## config.mk

```make
export PLATFORM = sky130hd
export DESIGN_NAME = flatten_buffer_flat
export DESIGN_NICKNAME = d
export VERILOG_FILES = /design/src/rtl/flatten_buffer_if.sv /design/src/rtl/flatten_buffer.sv /design/src/flat_wrapper.sv
export SDC_FILE = /design/constraint.sdc
export NUM_CORES = 1
export LEC_CHECK = 0
export CAP_MARGIN = 40
export CORE_MARGIN = 1.5
export CORE_UTILIZATION = 55
export DETAILED_ROUTE_END_ITERATION = 12
export DONT_BUFFER_PORTS = 1
export PLACE_DENSITY_LB_ADDON = 0.25
export SKIP_CTS_REPAIR_TIMING = 1
export SLEW_MARGIN = 20
export SYNTH_ARGS = -nofsm -noshare
export SYNTH_HDL_FRONTEND = slang
export SYNTH_SLANG_ARGS = --single-unit
```

## constraint.sdc

```tcl
create_clock -name clk -period 5.6 [get_ports clk]
set_input_delay 1.12 -clock clk [delete_from_list [all_inputs] [get_ports clk]]
set_output_delay 1.12 -clock clk [all_outputs]
set_load 0.01 [all_outputs]
```

## src/rtl/flatten_buffer_if.sv

```systemverilog
// rtl/flatten_buffer_if.sv - input pixel lanes and output word stream of the flatten stage
interface flatten_buffer_if #(
  parameter int NumberOfK          = 4,
  parameter int ProcessingElements = 2,
  parameter int BitSize            = 32
);
  logic [NumberOfK-1:0]                  in_valid;
  logic [ProcessingElements*BitSize-1:0] in_data;
  logic                                  in_set_done;
  logic                                  in_ready;
  logic                                  out_valid;
  logic [BitSize-1:0]                    out_data;
  logic                                  out_last;
  logic                                  out_ready;

  modport master (
    output in_valid, in_data, in_set_done, out_ready,
    input  in_ready, out_valid, out_data, out_last
  );

  modport slave (
    input  in_valid, in_data, in_set_done, out_ready,
    output in_ready, out_valid, out_data, out_last
  );
endinterface

```

## src/rtl/flatten_buffer.sv

```systemverilog
// rtl/flatten_buffer.sv - ping-pong flatten buffer: kernel-major capture, one word per cycle drain
module flatten_buffer #(
  parameter int NumberOfK          = 4,
  parameter int ProcessingElements = 2,
  parameter int BitSize            = 32,
  parameter int OutImageWidth      = 2
) (
  input  logic             clk,
  input  logic             res,
  flatten_buffer_if.slave  bus,
  output logic             overflow,
  output logic             short_set
);
  localparam int PixelsPerK = OutImageWidth * OutImageWidth;
  localparam int Depth      = NumberOfK * PixelsPerK;
  localparam int AddrW      = $clog2(Depth);
  localparam int CntW       = $clog2(PixelsPerK + 1);
  localparam logic [CntW-1:0]  CntFull  = CntW'(PixelsPerK);
  localparam logic [AddrW-1:0] LastAddr = AddrW'(Depth - 1);

  typedef enum logic [1:0] {BANK_EMPTY, BANK_FILLING, BANK_FULL, BANK_DRAINING} bank_t;
  typedef enum logic [1:0] {D_IDLE, D_LOAD, D_STREAM} drain_t;

  logic [BitSize-1:0] mem [2][Depth];
  logic [Depth-1:0]   mask [2];
  bank_t              bank_st [2];
  logic               fill_bank, drain_bank;
  logic [CntW-1:0]    cnt [NumberOfK];
  drain_t             d_state, d_next;
  logic [AddrW-1:0]   rd_addr, rd_sel;
  logic [BitSize-1:0] rd_word;

  logic [NumberOfK-1:0] wr_en, drop;
  logic [AddrW-1:0]     wr_addr [NumberOfK];
  logic [BitSize-1:0]   wr_data [NumberOfK];
  logic                 all_full, any_wr, fill_open, complete;
  logic                 start_drain, advance, release_bank;

  assign fill_open   = (bank_st[fill_bank] == BANK_EMPTY) || (bank_st[fill_bank] == BANK_FILLING);
  assign bus.in_ready = fill_open;

  // all_full looks at the counters as they will be after this edge's writes
  always_comb begin
    wr_en    = '0;
    drop     = '0;
    all_full = 1'b1;
    for (int k = 0; k < NumberOfK; k++) begin
      wr_addr[k] = AddrW'(k * PixelsPerK) + AddrW'(cnt[k]);
      wr_data[k] = bus.in_data[(k % ProcessingElements) * BitSize +: BitSize];
      if (bus.in_valid[k]) begin
        if (fill_open && cnt[k] != CntFull) wr_en[k] = 1'b1;
        else                                drop[k]  = 1'b1;
      end
      if (cnt[k] + CntW'(wr_en[k]) != CntFull) all_full = 1'b0;
    end
    any_wr   = |wr_en;
    complete = fill_open &&
               (all_full || (bus.in_set_done && (bank_st[fill_bank] == BANK_FILLING || any_wr)));
  end

  always_ff @(posedge clk) begin
    for (int k = 0; k < NumberOfK; k++) begin
      if (!res && wr_en[k]) mem[fill_bank][wr_addr[k]] <= wr_data[k];
    end
  end

  always_ff @(posedge clk) begin
    if (res) begin
      bank_st[0] <= BANK_EMPTY;
      bank_st[1] <= BANK_EMPTY;
      mask[0]    <= '0;
      mask[1]    <= '0;
      fill_bank  <= 1'b0;
      drain_bank <= 1'b0;
      overflow   <= 1'b0;
      short_set  <= 1'b0;
      for (int k = 0; k < NumberOfK; k++) cnt[k] <= '0;
    end else begin
      overflow  <= overflow | (|drop);
      short_set <= short_set | (complete && !all_full);
      for (int k = 0; k < NumberOfK; k++) begin
        if (wr_en[k]) mask[fill_bank][wr_addr[k]] <= 1'b1;
        if (complete)      cnt[k] <= '0;
        else if (wr_en[k]) cnt[k] <= cnt[k] + CntW'(1);
      end
      if (any_wr && bank_st[fill_bank] == BANK_EMPTY) bank_st[fill_bank] <= BANK_FILLING;
      if (complete) begin
        bank_st[fill_bank] <= BANK_FULL;
        fill_bank          <= ~fill_bank;
      end
      // the drain bank is never the open fill bank, so these cannot collide with the above
      if (start_drain) bank_st[drain_bank] <= BANK_DRAINING;
      if (release_bank) begin
        bank_st[drain_bank] <= BANK_EMPTY;
        mask[drain_bank]    <= '0;
        drain_bank          <= ~drain_bank;
      end
    end
  end

  always_ff @(posedge clk) begin
    if (res) d_state <= D_IDLE;
    else     d_state <= d_next;
  end

  always_comb begin
    d_next = d_state;
    case (d_state)
      D_IDLE:   if (bank_st[drain_bank] == BANK_FULL) d_next = D_LOAD;
      D_LOAD:   d_next = D_STREAM;
      D_STREAM: if (release_bank) d_next = D_IDLE;
      default:  d_next = D_IDLE;
    endcase
  end

  always_comb begin
    start_drain   = (d_state == D_IDLE) && (bank_st[drain_bank] == BANK_FULL);
    bus.out_valid = (d_state == D_STREAM);
    bus.out_last  = (d_state == D_STREAM) && (rd_addr == LastAddr);
    advance       = bus.out_valid && bus.out_ready;
    release_bank  = advance && bus.out_last;
  end

  // entries never written for this set read back as zero
  assign rd_sel  = (d_state == D_STREAM) ? rd_addr + AddrW'(1) : rd_addr;
  assign rd_word = mask[drain_bank][rd_sel] ? mem[drain_bank][rd_sel] : '0;

  always_ff @(posedge clk) begin
    if (res) begin
      rd_addr      <= '0;
      bus.out_data <= '0;
    end else if (d_state == D_LOAD) begin
      bus.out_data <= rd_word;
    end else if (advance) begin
      if (bus.out_last) begin
        rd_addr <= '0;
      end else begin
        rd_addr      <= rd_addr + AddrW'(1);
        bus.out_data <= rd_word;
      end
    end
  end
endmodule

```

## src/flat_wrapper.sv

```systemverilog
// flat-port wrapper written by rule: the top's interface ports become plain ports
module flatten_buffer_flat 
#(
  parameter int NumberOfK          = 4,
  parameter int ProcessingElements = 2,
  parameter int BitSize            = 32,
  parameter int OutImageWidth      = 2
)
  (clk, res, overflow, short_set, bus_in_valid, bus_in_data, bus_in_set_done, bus_out_ready, bus_in_ready, bus_out_valid, bus_out_data, bus_out_last);
  flatten_buffer_if #(.NumberOfK(NumberOfK), .ProcessingElements(ProcessingElements), .BitSize(BitSize)) bus_i ();
  input  logic clk;
  input  logic res;
  output logic overflow;
  output logic short_set;
  input wire logic [$bits(bus_i.in_valid)-1:0] bus_in_valid;
  input wire logic [$bits(bus_i.in_data)-1:0] bus_in_data;
  input wire logic [$bits(bus_i.in_set_done)-1:0] bus_in_set_done;
  input wire logic [$bits(bus_i.out_ready)-1:0] bus_out_ready;
  output wire logic [$bits(bus_i.in_ready)-1:0] bus_in_ready;
  output wire logic [$bits(bus_i.out_valid)-1:0] bus_out_valid;
  output wire logic [$bits(bus_i.out_data)-1:0] bus_out_data;
  output wire logic [$bits(bus_i.out_last)-1:0] bus_out_last;
  assign bus_i.in_valid = bus_in_valid;
  assign bus_i.in_data = bus_in_data;
  assign bus_i.in_set_done = bus_in_set_done;
  assign bus_i.out_ready = bus_out_ready;
  assign bus_in_ready = bus_i.in_ready;
  assign bus_out_valid = bus_i.out_valid;
  assign bus_out_data = bus_i.out_data;
  assign bus_out_last = bus_i.out_last;
  flatten_buffer #(.NumberOfK(NumberOfK), .ProcessingElements(ProcessingElements), .BitSize(BitSize), .OutImageWidth(OutImageWidth)) u_core (.clk(clk), .res(res), .bus(bus_i), .overflow(overflow), .short_set(short_set));
endmodule
```

==> results of run 1 <==
cells in the final DEF (no fill, tap or decap), types with 22 or more instances in the layout:
| cell | count |
|---|---|
| mux4_2 | 256 |
| ha_1 | 25 |
| edfxtp_1 | 1040 |
| dfxtp_1 | 75 |
| mux2_2 | 450 |
| clkinv_2 | 26 |
| buf_4 | 57 |
| nor2_1 | 46 |
| clkbuf_16 | 119 |
| a21oi_1 | 88 |
| a2111oi_2 | 22 |
| a22oi_1 | 67 |
| nor2_4 | 24 |
| nand4_1 | 62 |
| nand2_1 | 128 |
cells in the mapped netlist (7+ instances only):
cell type	instances	share of area, %
nor2_1	70	0.53
xnor2_1	7	0.12
a22oi_1	67	1.0
nor3_1	13	0.13
o21ai_0	7	0.071
buf_6	10	0.23
o21a_1	9	0.14
nor2b_1	15	0.19
edfxtp_1	1040	63
ha_1	25	0.63
mux4_2	256	12
nand3_1	23	0.23
a2111oi_2	22	0.67
mux2_2	450	10
a31oi_1	7	0.089
buf_1	55	0.42
dfxtp_1	76	3.1
inv_1	24	0.18
a2111oi_4	7	0.39
nand2_1	137	1.0
buf_2	66	0.67
a21oi_1	88	0.89
clkbuf_1	156	1.2
nand4_1	62	0.79
registers in the layout (all words and copies together) (netlist names), named ones only:
signal and flops:
u_core.mem 1024, u_core.bank_st 4, u_core.rd_addr 4, u_core.d_state 2
u_core.mask 32, u_core.bus.out_data 32, u_core.short_set 1, u_core.overflow 1
u_core.fill_bank 1, u_core.cnt 12, u_core.drain_bank 1
layout make-up:
| type | instances | area (sq um) |
|---|---|---|
| Timing Repair Buffer | 97 | 1350 |
| Fill cell | 6089 | 33500 |
| Inverter | 27 | 101 |
| Clock buffer | 151 | 3220 |
| Multi-Input combinational cell | 1367 | 15500 |
| Sequential cell | 1116 | 32800 |
| Clock inverter | 64 | 641 |
| Tap cell | 1165 | 1460 |
stage by stage:
stage               util [%]  hold WS, ps  worst slack (ps)
floorplan                  -          433               308
global placement        57.1          445              1590
detailed placement      57.8          456              1690
CTS                     62.2          461              1760
global route            62.2          483              1570
finish                  62.2          472              1800
routing by layer:
layer  global-route usage (%)  vias up
met5                        0        -
met3                     5.84      291
met2                     50.5     1551
met1                     39.8    14500
met4                     11.5        0
li1                         -    11100
where the power goes:
part / internal (mW) / total, mW / switching [mW] / leakage, nW
Sequential: 9.77 / 9.98 / 0.219 / 10.0
Combinational: 1.14 / 3.02 / 1.87 / 5.62
Clock: 4.54 / 7.78 / 3.24 / 1.90
Total: 15.5 / 20.8 / 5.33 / 17.5
kinds of logic after synthesis:
family | Yosys count
DFF | 1116
buffers and inverters | 320
adders and majority gates | 25
xor gates and xnor gates | 15
muxes | 712
AOI/OAI and AO/OA | 254
and+or+nand+nor | 361
worst paths after layout:
check	startpoint	endpoint	slack (ps)	cells past startpoint
worst min register to register	u_core.mask[1][8]$_SDFF_PP0_	u_core.mask[1][8]$_SDFF_PP0_	470	2
worst max register to register	u_core.cnt[0][3]$_SDFFCE_PN0P_	u_core.cnt[0][4]$_SDFFCE_PN0P_	1800	13
worst min-delay path	u_core.mask[1][8]$_SDFF_PP0_	u_core.mask[1][8]$_SDFF_PP0_	470	2
worst max-delay path	u_core.cnt[0][3]$_SDFFCE_PN0P_	u_core.cnt[0][4]$_SDFFCE_PN0P_	1800	13
worst reg2reg max path, delay by kind of cell, from the launching register on:
kind                       cells  cell delay (ps)
adders and majority gates      3              730
DFF                            1              470
buffers and inverters          2              250
AOI/OAI and AO/OA              1              430
and+or+nand+nor                7             1660
==> impl_metrics.json, run 1 <==
{
  "synth_top_family_by_area": "multiplexers",
  "grt_usage_pct": 30.3,
  "dieArea_sq_um": 91400,
  "synth.avg_cell_area_sq_um": 17.6,
  "synth_fp_nets": 2900,
  "violations": "design-rule violations",
  "core_area_sq_um": 88500,
  "die_h_um": 302,
  "cts_sinks": 1116,
  "wl_met3_um": 13000,
  "antenna_found_initial": 0,
  "synth_warnings": 0,
  "hold_class": "flop to flop",
  "numCtsBuffers": 113,
  "worstMarginPinSlew_ps": 912,
  "initial_core_util_pct": 55.7,
  "worstPathRequired_ps": 6030,
  "skew_ps": 36.3,
  "stdcell_count": 3987,
  "fin_crit_sh_pct": 67.9,
  "synth_area_sq_um": 49300,
  "clk_latency_ps": 700,
  "dpl_cell_area_sq_um": 51200,
  "drcViolationCount": 8,
  "die_width_um": 302,
  "startpoint_type": "flop",
  "synth-simple-area-share_pct": 3.49,
  "slew_violations": 0,
  "drive_gt1_share_pct": 38.2,
  "finalSetupViolCount": 0,
  "crit_top_cell": "ha_1",
  "vdd.ir_drop.worst_mv": 0.259,
  "cp.arrival_ps": 4230,
  "fin_area_sq_um": 55000,
  "async_flop_share_pct": 0,
  "power_density_nw_per_um2": 378,
  "grt_max_degree": 70,
  "clk_path_buf_depth": 3,
  "grt_overflow": 0,
  "drtIter0Drc": 3514,
  "yosysSeqAreaShare_pct": 66.5,
  "period_minus_slack_ps": 3800,
  "antenna_cells": 0,
  "synthCells": 2803,
  "final_hold_viol_count": 0,
  "status": "complete, but fails checks",
  "design.portCount": 109,
  "wl_um": 137000,
  "area_growth_pct": 11.7,
  "dr_wl_met2_um": 68100,
  "crit_type": "flop to flop",
  "first_pass_iters": 10,
  "cp_num_buf_inv": 2,
  "viasPerCell": 6.88,
  "placed_cells": 3771,
  "top_layer_used": "met4",
  "htree_levels": 3,
  "post_drt_wl_per_cell_um": 34.3,
  "dp_hpwl_um": 83300,
  "yosys.area_share.xor_xnor_pct": 0.297,
  "num-nets-final": 2819,
  "totalPowerFinal_mw": 20.8,
  "globalplace.congestion": 0.854,
  "grt_pass1_vias": 28200,
  "crit_path_max_incr_delay_ps": 470,
  "wl_met1_um": 50700,
  "max-slew-margin-rel_pct": 39.0,
  "antenna_left": 0,
  "tns_ps": 0,
  "synth_fa_ha_area_share_pct": 0.635,
  "worstPathCellList": "inv_1 -> ha_1 -> nand2_1 -> nand3_1 -> inv_1 -> ha_1 -> ha_1 -> nor4_1 -> nand2_1 -> or3_1 -> a21oi_1 -> nor2_1 -> and3_1",
  "grt_pass1_wl_um": 197000,
  "crit_fanout": 7,
  "fp-row-count": 109,
  "synth-main-ff-cell": "edfxtp_1",
  "clk_pin_slew_ps": 60,
  "ys_ff_latch": 1116,
  "critPathSlowestCell": "edfxtp_1",
  "max_freq_mhz": 263,
  "rsz0062_at_grt": "false",
  "synth_cell_types": 64,
  "cts-root-buf": "clkbuf_16",
  "port_buffers": 0,
  "cts_tree": "yes",
  "crit_path_end_kind": "flop",
  "synthMuxAreaShare_pct": 22.1,
  "vias": 27400,
  "synth-edff-count": 1040,
  "drv_cap": 0,
  "synth-compound-area-share_pct": 4.17,
  "leakage_nw": 17.5,
  "cp_top_family": "simple AND/OR/NAND/NOR gates"
}
No activity file was read; power rests on OpenSTA's default activity.
==> run 2, diff against run 1 <==
==> constraint.sdc (replaced) <==
create_clock -name clk -period 3.8 [get_ports clk]
set_input_delay 0.76 -clock clk [delete_from_list [all_inputs] [get_ports clk]]
set_output_delay 0.76 -clock clk [all_outputs]
set_load 0.01 [all_outputs]
==> run 2 against run 1 <==
  * The flow still finishes with violations (design-rule violations)
  * Utilization shrank 0.11 points
  * Largest power group unchanged
  * Critical path depth fell by 5
  * Setup slack got worse by 1400 ps
  * Non-clock buffer count up 34
==> impl_metrics.json, run 2 (synthesis gave the netlist of run 1 again) <==
{
  "rsz0062_at_grt": "false",
  "drv_cap": 0,
  "final_common_cell": "edfxtp_1",
  "cp_num_buf_inv": 1,
  "cts-root-buf": "clkbuf_16",
  "globalplace.congestion": 0.861,
  "skew_ps": 24.9,
  "reg2reg_from": "u_core.rd_addr[1]$_SDFFE_PP0P_",
  "die_h_um": 302,
  "final_hold_viol_count": 0,
  "critPathLaunch": "u_core.rd_addr[1]$_SDFFE_PP0P_",
  "max_freq_mhz": 295,
  "antenna_found_initial": 0,
  "fin_area_sq_um": 54900,
  "grt_pass1_wl_um": 195000,
  "violations": "design-rule violations",
  "worstHoldStart": "res",
  "clk_pin_slew_ps": 60,
  "slew_violations": 0,
  "crit_path_end_kind": "flop",
  "antenna_cells": 0,
  "die_width_um": 302,
  "fp-row-count": 109,
  "switchingPower_mw": 7.84,
  "hold_class": "input port to flop",
  "grt_overflow": 0,
  "vias": 27300,
  "crit_path_max_incr_delay_ps": 570,
  "crit_fanout": 21,
  "drtIter0Drc": 2943,
  "post_drt_wl_per_cell_um": 33.7,
  "design.portCount": 109,
  "leakage_nw": 17.6,
  "tns_ps": 0,
  "area_growth_pct": 11.5,
  "finalSetupViolCount": 0,
  "max-slew-margin-rel_pct": 40.8,
  "cp_top_family": "compound AO/OA/AOI/OAI gates",
  "totalPowerFinal_mw": 30.4,
  "grt_pass1_vias": 28400,
  "vdd.ir_drop.worst_mv": 0.441,
  "core_area_sq_um": 88500,
  "grt_max_degree": 64,
  "antenna_left": 0,
  "viasPerCell": 6.78,
  "share_comb_of_total_power_pct": 14.9,
  "clk_path_buf_depth": 3,
  "rrSetupSlack_ps": 410,
  "drcViolationCount": 5,
  "startpoint_type": "flop",
  "port_buffers": 0,
  "wl_um": 136000,
  "dieArea_sq_um": 91400,
  "worstPathRequired_ps": 4330,
  "power_density_nw_per_um2": 553,
  "numCtsBuffers": 113,
  "worstMarginPinSlew_ps": 888,
  "worstPathCellList": "ha_1 -> xnor2_1 -> a32o_4 -> nor2b_1 -> nor4_1 -> a22oi_2 -> buf_4 -> a2111oi_0",
  "clockPowerShare_pct": 36.8,
  "dpl_cell_area_sq_um": 51200,
  "cp.arrival_ps": 3920,
  "status": "complete, but fails checks",
  "final_cell_mix": "edfxtp_1, mux2_2, mux4_2",
  "fin_crit_sh_pct": 89.3,
  "grt_usage_pct": 30.0,
  "whs_path_depth": 1,
  "reg2reg_to": "u_core.bus.out_data[4]$_SDFFE_PP0P_",
  "placed_cells": 3806,
  "first_pass_iters": 10,
  "clk_latency_ps": 700,
  "num-nets-final": 2853,
  "largest_reg_flops": 1024,
  "internal_power_mw": 22.6,
  "cts_sinks": 1116,
  "switching_share_pct": 25.8,
  "critPathSlowestCell": "buf_4",
  "dp_hpwl_um": 78300,
  "initial_core_util_pct": 55.7,
  "final_core_util_pct": 62.1,
  "cts_tree": "yes",
  "stdcell_count": 4021,
  "htree_levels": 3,
  "crit_type": "flop to flop",
  "r2r_cells": 8,
  "drive_gt1_share_pct": 38.6,
  "period_minus_slack_ps": 3390,
  "fillers": 6166,
  "p_seq_share_pct": 48.3
}
[run 2: changes by cell type in the layout (fill, tap and decap cells not counted), moves of 3 or more]
cell       delta
buf_12        +7
clkinv_1      -3
clkbuf_16     -5
clkinv_2      -6
buf_16       -17
clkbuf_1     +11
buf_4        +44
[run 2: power groups by stage]
stage	logic, mW	registers (mW)	clock network [mW]
4_1_cts	4.50	14.7	11.3
6_report	4.53	14.7	11.2
3_5_place_dp	4.46	14.9	0
2_1_floorplan	2.90	14.9	0
3_3_place_gp	4.35	14.9	0
5_1_grt	4.77	14.7	11.7
[run 2: per-layer routing]
metal | vias up | global-route usage [%] | wire length (um)
li1 | 11100 | - | -
met1 | 14400 | 38.4 | 49900
met2 | 1421 | 51.2 | 68400
met3 | 305 | 6.15 | 12300
met4 | 0 | 10.6 | 5060
met5 | - | 0 | 0
[run 2: worst max-delay path by stage]
stage	endpoint	slack [ps]	cells past startpoint
finish	u_core.bus.out_data[4]$_SDFFE_PP0P_	410	8
floorplan	u_core.mem[0][224]$_DFFE_PP_	210	6
detailed placement	u_core.bus.out_data[4]$_SDFFE_PP0P_	420	8
CTS	u_core.bus.out_data[4]$_SDFFE_PP0P_	410	8
global route	u_core.bank_st[1][0]$_DFFE_PP_	190	13
global placement	u_core.cnt[0][10]$_SDFFCE_PN0P_	480	12
[run 2: worst register-to-register path, stage by stage, from the launching register on]
cell	delay, ps
dfxtp_1	480
ha_1	350
xnor2_1	560
a32o_4	550
nor2b_1	200
nor4_1	60
a22oi_2	230
buf_4	570
a2111oi_0	230
[run 2: cell type report]
class | instances | area, sq um | area share [%]
inverter | 27 | 101 | 0.184
multi-input combinational | 1367 | 15500 | 28.2
tap | 1165 | 1460 | 2.65
timing repair buffer | 131 | 1340 | 2.43
clock inverter | 59 | 637 | 1.16
sequential | 1116 | 32800 | 59.6
clock buffer | 156 | 3130 | 5.70
[run 2: per-stage QoR]
stage                     setup slack, ps  hold WS [ps]
after floorplan                       207           433
after global placement                480           442
after detailed placement              417           457
after CTS                             406          94.8
after global routing                  188          93.2
final                                 407           126
==> run 3, diff against run 2 <==
--- a/config.mk
+++ b/config.mk
@@ -10,6 +10,7 @@
 export CORE_UTILIZATION = 55
 export DETAILED_ROUTE_END_ITERATION = 12
 export DONT_BUFFER_PORTS = 1
+export MAX_ROUTING_LAYER = met4
 export PLACE_DENSITY_LB_ADDON = 0.25
 export SKIP_CTS_REPAIR_TIMING = 1
 export SLEW_MARGIN = 20
==> run 3 against run 2 <==
  * Via count grew 0.12%
  * Global-route usage grew 1.4 points
  * Highest routed layer unchanged
  * Flip-flop and latch count unchanged
  * Critical path depth up 5
  * Maximum frequency fell by 1.8%
  * The run still ends with design-rule violations left
  * Clock power barely moved
  * Register-to-register slack got worse by 60 ps
  * Cell count down 0.22%
  * Total power rose by 0.67%
  * First-iteration DRC count down 4.0%
  * Die area stayed put
==> impl_metrics.json, run 3 (synthesis gave the netlist of run 1 again) <==
{
  "grt_usage_pct": 31.4,
  "clk_pin_slew_ps": 60,
  "drtIter0Drc": 2824,
  "worstPathCellList": "inv_1 -> ha_1 -> nand2_1 -> nand3_1 -> inv_1 -> ha_1 -> ha_1 -> nor4_1 -> nand2_1 -> or3_1 -> a21oi_1 -> nor2_1 -> and3_1",
  "multi_input_area_sq_um": 15500,
  "final_hold_viol_count": 0,
  "first_pass_iters": 11,
  "crit_type": "flop to flop",
  "cts-root-buf": "clkbuf_16",
  "vias": 27300,
  "dp_hpwl_um": 78300,
  "violations": "design-rule violations",
  "grt_pass1_vias": 28400,
  "area_growth_pct": 11.7,
  "drive_gt1_share_pct": 38.6,
  "initial_core_util_pct": 55.7,
  "status": "complete, but fails checks",
  "cts_sinks": 1116,
  "num-nets-final": 2848,
  "design.portCount": 109,
  "dieArea_sq_um": 91400,
  "finalSetupViolCount": 0,
  "cp_top_family": "simple AND/OR/NAND/NOR gates",
  "crit_path_end_kind": "flop",
  "clockPowerShare_pct": 37.1,
  "numCtsBuffers": 113,
  "crit_top_cell": "ha_1",
  "largest_reg_flops": 1024,
  "crit_fanout": 7,
  "period_minus_slack_ps": 3460,
  "clk_path_buf_depth": 3,
  "grt_max_degree": 64,
  "antenna_found_initial": 0,
  "worstPathRequired_ps": 4240,
  "skew_ps": 12.8,
  "power_density_nw_per_um2": 556,
  "max_freq_mhz": 289,
  "final_core_util_pct": 62.2,
  "leakage_nw": 17.6,
  "dpl_cell_area_sq_um": 51300,
  "antenna_left": 0,
  "die_h_um": 302,
  "cp_num_buf_inv": 2,
  "fin_area_sq_um": 55100,
  "viasPerCell": 6.81,
  "drv_cap": 0,
  "internal_power_mw": 22.8,
  "rsz0062_at_grt": "false",
  "whs_ps": 127,
  "globalplace.congestion": 0.870,
  "grt_overflow": 0,
  "share_comb_of_total_power_pct": 14.8,
  "grt_pass1_wl_um": 197000,
  "p_seq_share_pct": 48.0,
  "cts_tree": "yes",
  "crit_path_max_incr_delay_ps": 470,
  "slew_violations": 0,
  "htree_levels": 3,
  "fp-row-count": 109,
  "use_met3_pct": 6.24,
  "post_drt_wl_per_cell_um": 34.1,
  "wl_um": 137000,
  "top_usage_layer": "met2",
  "switchingPower_mw": 7.78,
  "grt_use_met2_pct": 51.8,
  "port_buffers": 0,
  "antenna_cells": 0,
  "worstMarginPinSlew_ps": 878,
  "fin_crit_sh_pct": 90.9,
  "critPathSlowestCell": "edfxtp_1",
  "startpoint_type": "flop",
  "final_common_cell": "edfxtp_1",
  "max-slew-margin-rel_pct": 41.5,
  "register_area_sq_um": 32800,
  "hold_class": "input port to flop",
  "grt_use_met1_pct": 38.4,
  "clk_latency_ps": 700,
  "switching_share_pct": 25.4,
  "tns_ps": 0,
  "drcViolationCount": 5,
  "final_cell_mix": "edfxtp_1, mux2_2, mux4_2",
  "fillers": 6130,
  "cp.arrival_ps": 3900,
  "die_width_um": 302,
  "vdd.ir_drop.worst_mv": 0.385,
  "core_area_sq_um": 88500
}
run 3: power by group through the flow:
stage / registers (mW) / logic [mW] / clock network (mW)
after floorplan: 14.9 / 2.90 / 0
after global placement: 15.0 / 4.30 / 0
after detailed placement: 15.0 / 4.48 / 0
after CTS: 14.7 / 4.50 / 11.5
after global routing: 14.7 / 4.77 / 11.9
final: 14.7 / 4.54 / 11.4
run 3: through the flow:
step | std cells | setup WS, ps | total power [mW]
2_1_floorplan | 2803 | 207 | 17.8
3_3_place_gp | 3796 | 380 | 19.3
3_5_place_dp | 3801 | 403 | 19.4
4_1_cts | 4012 | 378 | 30.7
5_1_grt | 4012 | 115 | 31.4
6_report | 4012 | 344 | 30.6
run 3: worst register-to-register path: stages (launching register included):
cell and delay (ps):
edfxtp_1 470, inv_1 120, ha_1 220, nand2_1 110
nand3_1 210, inv_1 120, ha_1 200, ha_1 280
nor4_1 290, nand2_1 120, or3_1 400, a21oi_1 260
nor2_1 190, and3_1 230
run 3: worst paths after layout:
path,endpoint,depth (start not counted),slack [ps],start
max,u_core.cnt[0][10]$_SDFFCE_PN0P_,13,340,u_core.cnt[0][3]$_SDFFCE_PN0P_
max reg2reg,u_core.cnt[0][10]$_SDFFCE_PN0P_,13,340,u_core.cnt[0][3]$_SDFFCE_PN0P_
min reg2reg,u_core.mask[1][15]$_SDFF_PP0_,2,460,u_core.mask[1][15]$_SDFF_PP0_
min,flop,1,130,res
run 3: cell type report:
cell class	count	share of cell area, %
flip-flops and latches	1116	59.5
multi-input cells	1367	28.2
clock buffers	155	5.85
well taps	1165	2.65
repair buffers	126	2.58
clock inverters	56	1.07
inverters	27	0.184
run 3: metal layers:
layer / routed length (um) / vias to the layer above
met5: 0 / -
met4: 5650 / 0
met3: 12100 / 333
met2: 69300 / 1488
met1: 49700 / 14400
li1: - / 11100
